### config.mk
export PLATFORM = sky130hd
export DESIGN_NAME = fm_tune_seq
export DESIGN_NICKNAME = d
export VERILOG_FILES = /design/src/rtl/fm_tx_pkg.sv /design/src/rtl/fm_tune_seq_gain_ramp.sv /design/src/rtl/fm_tune_seq.sv
export SDC_FILE = /design/constraint.sdc
export NUM_CORES = 1
export LEC_CHECK = 0
export BUFFER_PORTS_ARGS = -buffer_cell sky130_fd_sc_hd__buf_4
export CORE_ASPECT_RATIO = 0.9
export CORE_UTILIZATION = 45
export DETAILED_ROUTE_END_ITERATION = 7
export PLACE_DENSITY = 0.63
export SYNTH_ARGS = -nofsm -noshare
export SYNTH_HDL_FRONTEND = slang
export SYNTH_SLANG_ARGS = --single-unit
### constraint.sdc
create_clock -name i_clk -period 11.2 [get_ports i_clk]
set_input_delay 1.12 -clock i_clk [delete_from_list [all_inputs] [get_ports i_clk]]
set_output_delay 1.12 -clock i_clk [all_outputs]
set_load 0.01 [all_outputs]
### src/rtl/fm_tx_pkg.sv
// Shared types and widths for the fm_tx retune path.
package fm_tx_pkg;

  localparam int GAIN_W = 16;
  localparam int FREQ_W = 32;

  // 80 MHz carrier at a 250 MHz NCO clock.
  localparam logic [FREQ_W-1:0] RESET_FREQ_DEF = 32'h51EB851F;

  typedef enum logic [2:0] {
    IDLE   = 3'd0,
    MUTE   = 3'd1,
    SETTLE = 3'd2,
    RETUNE = 3'd3,
    UNMUTE = 3'd4
  } state_t;

endpackage

### src/rtl/fm_tune_seq_gain_ramp.sv
// Audio gain register with a tick prescaler and a saturating up/down stepper
// that walks toward a live target by at most GAIN_STEP per tick.
module gain_ramp
  import fm_tx_pkg::*;
#(
  parameter logic [GAIN_W-1:0] GAIN_STEP = 16'd64,
  parameter int unsigned       TICK_DIV  = 500
) (
  input  logic              clk_i,
  input  logic              rst_ni,
  input  logic              load_i,
  input  logic [GAIN_W-1:0] load_val_i,
  input  logic              step_i,
  input  logic              restart_i,
  input  logic [GAIN_W-1:0] target_i,
  output logic [GAIN_W-1:0] gain_o,
  output logic              at_target_o
);

  localparam int CW = (TICK_DIV > 1) ? $clog2(TICK_DIV) : 1;
  localparam logic [CW-1:0] TICK_LAST = CW'(TICK_DIV - 1);

  logic [CW-1:0]     cnt_q, cnt_d;
  logic [GAIN_W-1:0] gain_q, gain_d;
  logic [GAIN_W:0]   up_sum;
  logic              tick;

  always_comb begin
    tick   = step_i && (cnt_q == TICK_LAST);
    cnt_d  = cnt_q + CW'(1);
    if (!step_i || restart_i || tick) cnt_d = '0;

    // 17-bit sum so a target near full scale cannot wrap the ramp.
    up_sum = {1'b0, gain_q} + {1'b0, GAIN_STEP};
    gain_d = gain_q;
    if (load_i) begin
      gain_d = load_val_i;
    end else if (tick) begin
      if (gain_q < target_i) begin
        gain_d = (up_sum > {1'b0, target_i}) ? target_i : up_sum[GAIN_W-1:0];
      end else if (gain_q > target_i) begin
        gain_d = ((gain_q - target_i) > GAIN_STEP) ? (gain_q - GAIN_STEP) : target_i;
      end
    end
  end

  always_ff @(posedge clk_i) begin
    if (!rst_ni) begin
      cnt_q  <= '0;
      gain_q <= '0;
    end else begin
      cnt_q  <= cnt_d;
      gain_q <= gain_d;
    end
  end

  assign gain_o      = gain_q;
  assign at_target_o = (gain_q == target_i);

endmodule

### src/rtl/fm_tune_seq.sv
// Retune sequencer: mutes audio and pilot around an NCO word change so the
// carrier hop produces no clicks; passes gains through (registered) when idle.
module fm_tune_seq
  import fm_tx_pkg::*;
#(
  parameter logic [FREQ_W-1:0] RESET_FREQ = RESET_FREQ_DEF,
  parameter logic [GAIN_W-1:0] GAIN_STEP  = 16'd64,
  parameter int unsigned       TICK_DIV   = 500,
  parameter int unsigned       SETTLE_CYC = 50000
) (
  input  logic              i_clk,
  input  logic              i_rst_n,
  input  logic [FREQ_W-1:0] i_req_freq,
  input  logic              i_req_valid,
  input  logic [GAIN_W-1:0] i_audio_gain,
  input  logic [GAIN_W-1:0] i_pilot_gain,
  output logic [FREQ_W-1:0] o_rf_freq,
  output logic [GAIN_W-1:0] o_audio_gain,
  output logic [GAIN_W-1:0] o_pilot_gain,
  output logic              o_busy,
  output logic              o_done,
  output state_t            o_dbg_state
);

  localparam int SW = (SETTLE_CYC > 1) ? $clog2(SETTLE_CYC) : 1;
  localparam logic [SW-1:0] SETTLE_LAST = SW'(SETTLE_CYC - 1);

  state_t            state_q, state_d;
  logic              pend_q, pend_d;
  logic [FREQ_W-1:0] pend_freq_q, pend_freq_d;
  logic [FREQ_W-1:0] rf_freq_q, rf_freq_d;
  logic [GAIN_W-1:0] pilot_q, pilot_d;
  logic [SW-1:0]     settle_cnt_q, settle_cnt_d;
  logic              busy_q, done_q, done_d;

  logic              ramp_load, ramp_step, ramp_restart, at_target;
  logic [GAIN_W-1:0] ramp_load_val, ramp_target, gain;

  // i_req_valid is a one-cycle strobe with no back-pressure: every strobe is
  // accepted in the cycle it is seen, and a newer word replaces any pending one.
  always_comb begin
    state_d       = state_q;
    pend_d        = pend_q;
    pend_freq_d   = pend_freq_q;
    rf_freq_d     = rf_freq_q;
    pilot_d       = pilot_q;
    done_d        = 1'b0;
    settle_cnt_d  = '0;
    ramp_load     = 1'b0;
    ramp_load_val = '0;
    ramp_step     = 1'b0;
    ramp_target   = '0;

    if (i_req_valid && state_q != IDLE) begin
      pend_d      = 1'b1;
      pend_freq_d = i_req_freq;
    end

    case (state_q)
      IDLE: begin
        ramp_load     = 1'b1;
        ramp_load_val = i_audio_gain;
        pilot_d       = i_pilot_gain;
        if (i_req_valid) begin
          if (i_req_freq == rf_freq_q) begin
            done_d = 1'b1;
          end else begin
            pend_d      = 1'b1;
            pend_freq_d = i_req_freq;
            state_d     = MUTE;
          end
        end
      end
      MUTE: begin
        ramp_step = 1'b1;
        pilot_d   = i_pilot_gain;
        if (at_target) state_d = SETTLE;
      end
      SETTLE: begin
        ramp_load = 1'b1;
        pilot_d   = '0;
        if (settle_cnt_q == SETTLE_LAST) state_d = RETUNE;
        else settle_cnt_d = settle_cnt_q + SW'(1);
      end
      RETUNE: begin
        ramp_load = 1'b1;
        pilot_d   = '0;
        rf_freq_d = pend_freq_d;
        pend_d    = 1'b0;
        state_d   = UNMUTE;
      end
      UNMUTE: begin
        ramp_step   = 1'b1;
        ramp_target = i_audio_gain;
        pilot_d     = i_pilot_gain;
        if (at_target) begin
          done_d  = 1'b1;
          state_d = pend_d ? MUTE : IDLE;
        end
      end
      default: state_d = IDLE;
    endcase

    ramp_restart = (state_d != state_q);
  end

  gain_ramp #(
    .GAIN_STEP (GAIN_STEP),
    .TICK_DIV  (TICK_DIV)
  ) u_ramp (
    .clk_i       (i_clk),
    .rst_ni      (i_rst_n),
    .load_i      (ramp_load),
    .load_val_i  (ramp_load_val),
    .step_i      (ramp_step),
    .restart_i   (ramp_restart),
    .target_i    (ramp_target),
    .gain_o      (gain),
    .at_target_o (at_target)
  );

  always_ff @(posedge i_clk) begin
    if (!i_rst_n) begin
      state_q      <= IDLE;
      pend_q       <= 1'b0;
      pend_freq_q  <= '0;
      rf_freq_q    <= RESET_FREQ;
      pilot_q      <= '0;
      settle_cnt_q <= '0;
      busy_q       <= 1'b0;
      done_q       <= 1'b0;
    end else begin
      state_q      <= state_d;
      pend_q       <= pend_d;
      pend_freq_q  <= pend_freq_d;
      rf_freq_q    <= rf_freq_d;
      pilot_q      <= pilot_d;
      settle_cnt_q <= settle_cnt_d;
      busy_q       <= (state_d != IDLE);
      done_q       <= done_d;
    end
  end

  assign o_rf_freq    = rf_freq_q;
  assign o_audio_gain = gain;
  assign o_pilot_gain = pilot_q;
  assign o_busy       = busy_q;
  assign o_done       = done_q;
  assign o_dbg_state  = state_q;

endmodule
==> flow_summary_export.csv, run 1 <==
group,metric,value,unit
outcome,outcome,"complete, no violations",
final_layout,area_growth_syn_to_layout,22.4,%
place,place_area,8490,sq um
global_routing,grt_pass1_wl,31800,um
floorplanning,row_count,44,
final_layout,finalNonFillerCells,1234,
synthesis,yosysTopAreaCellShare,0.343,
synthesis,yosysSeqAreaShare,0.343,
clock_network,post_cts.repair.setup_buffers,0,
worst_setup_path,rrSetupSlack,5880,ps
clock_network,insertion_delay,420,ps
clock_network,cts_resized,0,
clock_network,cts-root-buf,"clkbuf_16",
flow_run,drv_cap,0,
worst_setup_path,worstSetupPathType,"reg2reg",
synthesis,async_reset_ff_frac,0,
sta,maxSlewHeadroom,0.220,
sta,hold_slack,448,ps
global_routing,first_global_vias,6231,
worst_setup_path,crit_fanout,25,
min_path,hold_class,"reg2reg",
worst_setup_path,reg2reg_depth,13,
synthesis,synth_edf_count,0,
detailed_routing,antenna_left,0,
synthesis,yosys_register_bits,127,
worst_setup_path,cpMaxStageDelayCell,"and2_1",
clock_network,clk_path_buf_depth,2,
detailed_routing,vias,6857,
clock_network,cts_tree,"done",
sta,fin_crit,5320,ps
clock_network,cts_hold_buf,0,
final_layout,final_common_cell,"nor2_1",
worst_setup_path,worstSetupStartpointType,"register",
power,total_power,1.59,mW
worst_setup_path,worstReg2RegEnd,"u_ramp.gain_o[6]",
global_routing,grt_max_degree,77,
final_layout,fin_nets,1112,
clock_network,cts_sinks,127,
sta,setup_viol,0,
synthesis,yosysWarnings,0,
detailed_routing,wl,20200,um
clock_network,cts.clk_slew.worst_paths,60,ps
sta,timing.final.crit_share,0.475,
worst_setup_path,cp_cell_sequence,"nor2_1 -> and2_1 -> nand2_1 -> ha_1 -> a21oi_4 -> o21ai_2 -> a311o_1 -> or3_1 -> a222oi_1 -> nand4_2 -> o31ai_4 -> mux2_4 -> o22ai_2",
power,ir_drop,0.125,mV
sta,rsz0062_at_grt,"false",
worst_setup_path,required,11540,ps
detailed_routing,drc_errors,0,
sta,maxSlewViolCount,0,
min_path,holdPathEnd,"settle_cnt_q[0]",
detailed_routing,drt_pass1_iterations,5,
min_path,hold_depth,1,
place,dp_cells,1203,
final_layout,stdcell_area,9060,sq um
detailed_routing,routedWlPerCell,16.4,um
synthesis,synthCells,907,
final_layout,mostFrequentLayoutCells,"nor2_1, buf_4, dfxtp_1, nand2_1, xnor2_1",
worst_setup_path,worstPathArrival,5660,ps
place,dpl.hpwl,14300,um
sta,max_slew.worst_pin.slew,1160,ps
detailed_routing,routed_via_density,5.56,
worst_setup_path,worstReg2RegStart,"o_dbg_state[1]",
synthesis,yosys.cell_types.count,81,
power,cellPowerDensity,176,nW/um^2
worst_setup_path,cpPeakStageDelay,690,ps
worst_setup_path,crit_path_end_kind,"register",
synthesis,syn_area_per_cell,8.17,sq um
sta,timing.fmax,188,MHz
synthesis,syn_nets,1004,
detailed_routing,dr.first_iter.drc_count,415,
place,gp_congestion,0.900,
floorplanning,core_area,16100,sq um
global_routing,track_usage,0.242,
sta,fin_skew,11.7,ps
synthesis,synth_area_leaders,"dfxtp_1, nor2_1, xnor2_1",
clock_network,cts_buffers,17,
clock_network,htree_levels,4,
power,p_leak,3.79,nW
place,port_buffers,135,
floorplanning,die_w,137,um
global_routing,gr-total-overflow,0,
synthesis,synthesis.area,7410,sq um
min_path,hp-start,"settle_cnt_q[0]",
floorplanning,io_pins,136,
floorplanning,die_area,17000,sq um
global_routing,antenna_found_initial,0,
floorplanning,fp.dieH,124,um
synthesis,ys.flop_type,"dfxtp_1",
synthesis,synth_top_area_cell,"dfxtp_1",
floorplanning,start_util,0.459,
sta,hold_viol,0,
final_layout,diodes,0,
sta,setup_tns,0,ps
final_layout,final_layout_size_suffix_gt1_frac,0.199,
[area by class of cell]
cell class	count	area, sq um
Clock buffer	21	460
Fill cell	1521	7070
Clock inverter	10	113
Multi-Input combinational cell	714	4580
Sequential cell	127	2540
Inverter	14	52.6
Tap cell	207	259
Timing Repair Buffer	141	1060
[synthesized netlist by cell type (7+ instances only)]
master	instances
a311oi_1	15
nor3b_1	19
nand3_1	24
dfxtp_1	127
o311ai_0	17
mux2i_1	35
nand2_1	104
a22oi_1	12
nor2_1	163
ha_1	30
xor2_1	19
nor3_1	11
xnor2_1	55
inv_1	14
clkbuf_1	38
a21oi_1	43
nand4_1	22
o211ai_1	7
and3_1	10
o21ai_0	14
[how the worst max path moves through the flow]
stage / start / end / slack, ps
finish: o_dbg_state[1] / u_ramp.gain_o[6] / 5880
floorplan: o_dbg_state[1] / u_ramp.gain_o[6] / 6960
global placement: o_dbg_state[1] / u_ramp.gain_o[6] / 6160
CTS: o_dbg_state[1] / u_ramp.gain_o[6] / 5990
detailed placement: o_dbg_state[1] / u_ramp.gain_o[6] / 6030
global route: o_dbg_state[1] / u_ramp.gain_o[6] / 5580
[power by group]
part           leakage [nW]  total, mW  switching, mW  internal [mW]
clock network         0.279      0.542          0.205          0.337
registers              1.04      0.518         0.0388          0.479
logic                  2.47      0.531          0.308          0.224
[sequential cells by signal (all words and copies together), names as in the netlist]
name	cells
u_ramp.cnt_q	9
pend_freq_q	32
pend_q	1
o_rf_freq	32
o_pilot_gain	16
o_dbg_state	3
settle_cnt_q	16
o_done	1
o_busy	1
u_ramp.gain_o	16
[routing by layer]
layer,up-vias,GRT usage,wire [um]
met5,-,0,0
met4,0,0.0879,259
met3,18,0.0562,1330
met2,222,0.362,8830
met1,3173,0.336,9820
li1,3444,-,-
[metrics by stage]
stage	setup slack, ps	utilization
6_report	5880	0.562
5_1_grt	5580	0.562
3_5_place_dp	6030	0.526
2_1_floorplan	6960	-
3_3_place_gp	6160	0.526
4_1_cts	5990	0.562
[critical path: cells and delay by family (launching register included)]
kind | cells | cell delay (ps)
AND/OR/NAND/NOR | 5 | 2220
AO/OA/AOI/OAI | 6 | 1650
multiplexers | 1 | 340
flip-flops | 1 | 570
adder cells (fa/ha/maj) | 1 | 450
[cell families after synthesis]
family | synth area share
adder cells (fa/ha/maj) | 0.0507
buffers and inverters | 0.0404
flip-flops | 0.343
AND/OR/NAND/NOR | 0.255
AO/OA/AOI/OAI | 0.173
multiplexers | 0.0508
XOR/XNOR | 0.0875
No activity file was read; power rests on OpenSTA's default activity.
==> run 2: changes to the inputs <==
==> constraint.sdc (replaced) <==
create_clock -name i_clk -period 5.03 [get_ports i_clk]
set_input_delay 0.503 -clock i_clk [delete_from_list [all_inputs] [get_ports i_clk]]
set_output_delay 0.503 -clock i_clk [all_outputs]
set_load 0.01 [all_outputs]
==> flow_summary_export.csv, run 2 (synthesized netlist as in run 1, its figures left out) <==
group,metric,value,unit
clock_network,htree_levels,4,
global_routing,grt_pass1_wl,32100,um
place,gp_congestion,0.930,
sta,rsz0062_at_grt,"false",
worst_setup_path,worstSetupStartpointType,"register",
worst_setup_path,required,5370,ps
place,dp_cells,1208,
final_layout,final_layout_size_suffix_gt1_frac,0.204,
sta,maxSlewHeadroom,0.255,
final_layout,mostFrequentLayoutCells,"nor2_1, buf_4, dfxtp_1, nand2_1, xnor2_1",
global_routing,first_global_vias,6367,
worst_setup_path,cpPeakStageDelay,570,ps
final_layout,stdcell_area,9160,sq um
floorplanning,die_area,17000,sq um
floorplanning,row_count,44,
detailed_routing,routedWlPerCell,16.4,um
global_routing,grt_use_met1,0.333,
worst_setup_path,crit_fanout,16,
worst_setup_path,worstPathArrival,4700,ps
clock_network,clk_path_buf_depth,2,
sta,maxSlewViolCount,0,
global_routing,antenna_found_initial,0,
sta,timing.final.crit_share,0.868,
detailed_routing,drt_pass1_iterations,5,
global_routing,gr-total-overflow,0,
detailed_routing,antenna_left,0,
place,dpl.hpwl,14500,um
floorplanning,start_util,0.459,
clock_network,cts_buffers,17,
sta,fin_skew,10.5,ps
sta,setup_tns,0,ps
detailed_routing,wl,20300,um
floorplanning,die_w,137,um
sta,fin_crit,4360,ps
clock_network,cts_hold_buf,0,
clock_network,cts_resized,0,
clock_network,cts_sinks,127,
detailed_routing,dr.first_iter.drc_count,455,
global_routing,gr-usage-met2,0.367,
power,ir_drop,0.275,mV
sta,max_slew.worst_pin.slew,1120,ps
worst_setup_path,cp_top_family,"compound AO/OA/AOI/OAI gates",
place,port_buffers,135,
detailed_routing,vias,6941,
clock_network,post_cts.repair.setup_buffers,0,
detailed_routing,drc_errors,0,
min_path,hold_class,"in2reg",
flow_run,drv_cap,0,
sta,timing.fmax,229,MHz
sta,setup_viol,0,
outcome,outcome,"complete, no violations",
worst_setup_path,cpMaxStageDelayCell,"and2_1",
power,p_leak,3.84,nW
final_layout,area_growth_syn_to_layout,23.6,%
power,cellPowerDensity,399,nW/um^2
clock_network,cts_tree,"done",
final_layout,fill_cells,1505,
floorplanning,fp.dieH,124,um
sta,hold_viol,0,
global_routing,grt_use_met3,0.0558,
clock_network,insertion_delay,420,ps
final_layout,final_common_cell,"nor2_1",
worst_setup_path,path_buf_inv,0,
detailed_routing,routed_via_density,5.60,
clock_network,cts-root-buf,"clkbuf_16",
global_routing,grt_max_degree,77,
final_layout,finalNonFillerCells,1240,
sta,hold_slack,311,ps
final_layout,diodes,0,
place,place_area,8530,sq um
global_routing,busiest_layer,"met2",
worst_setup_path,worstSetupPathType,"reg2reg",
global_routing,track_usage,0.243,
floorplanning,core_area,16100,sq um
worst_setup_path,crit_path_end_kind,"register",
worst_setup_path,cp_cell_sequence,"nor2_1 -> and2_1 -> nand2_1 -> ha_1 -> a21oi_4 -> o21ai_2 -> a311o_1 -> or3_1 -> a222oi_1 -> nand4_2 -> o31ai_4 -> mux2_4 -> o22ai_2",
final_layout,fin_nets,1117,
clock_network,cts.clk_slew.worst_paths,60,ps
floorplanning,io_pins,136,
==> run 2: power by group <==
| group | switching [mW] | internal (mW) |
|---|---|---|
| combinational | 0.688 | 0.502 |
| sequential | 0.0798 | 1.07 |
| clock | 0.469 | 0.844 |
==> run 2: per-stage QoR <==
stage | worst slack, ps | total power [mW] | util
after floorplan | 787 | 2.02 | -
after global placement | 797 | 2.34 | 0.529
after detailed placement | 702 | 2.33 | 0.529
after CTS | 687 | 3.65 | 0.568
after global routing | 395 | 3.84 | 0.568
final | 666 | 3.65 | 0.568
==> run 2: path summary, 6_finish.rpt <==
kind | endpoint | depth (start not counted) | from | slack, ps
worst max-delay path | u_ramp.gain_o[6] | 13 | o_dbg_state[0] | 670
worst min-delay path | u_ramp.gain_o[3] | 2 | i_audio_gain[3] | 310
worst max register to register | u_ramp.gain_o[6] | 13 | o_dbg_state[0] | 670
worst min register to register | settle_cnt_q[0] | 1 | settle_cnt_q[0] | 450
==> run 2: metal layers <==
metal	vias to the layer above	routed length [um]
met5	-	0
met4	0	406
met3	30	1290
met2	201	8930
met1	3249	9710
li1	3461	-
==> run 2: area by class of cell <==
class	count	area, sq um	area share
clock buffers	19	443	0.0484
repair buffers	146	1100	0.120
well taps	207	259	0.0283
inverters	14	52.6	0.00574
multi-input cells	714	4580	0.500
flip-flops and latches	127	2540	0.278
clock inverters	13	185	0.0202
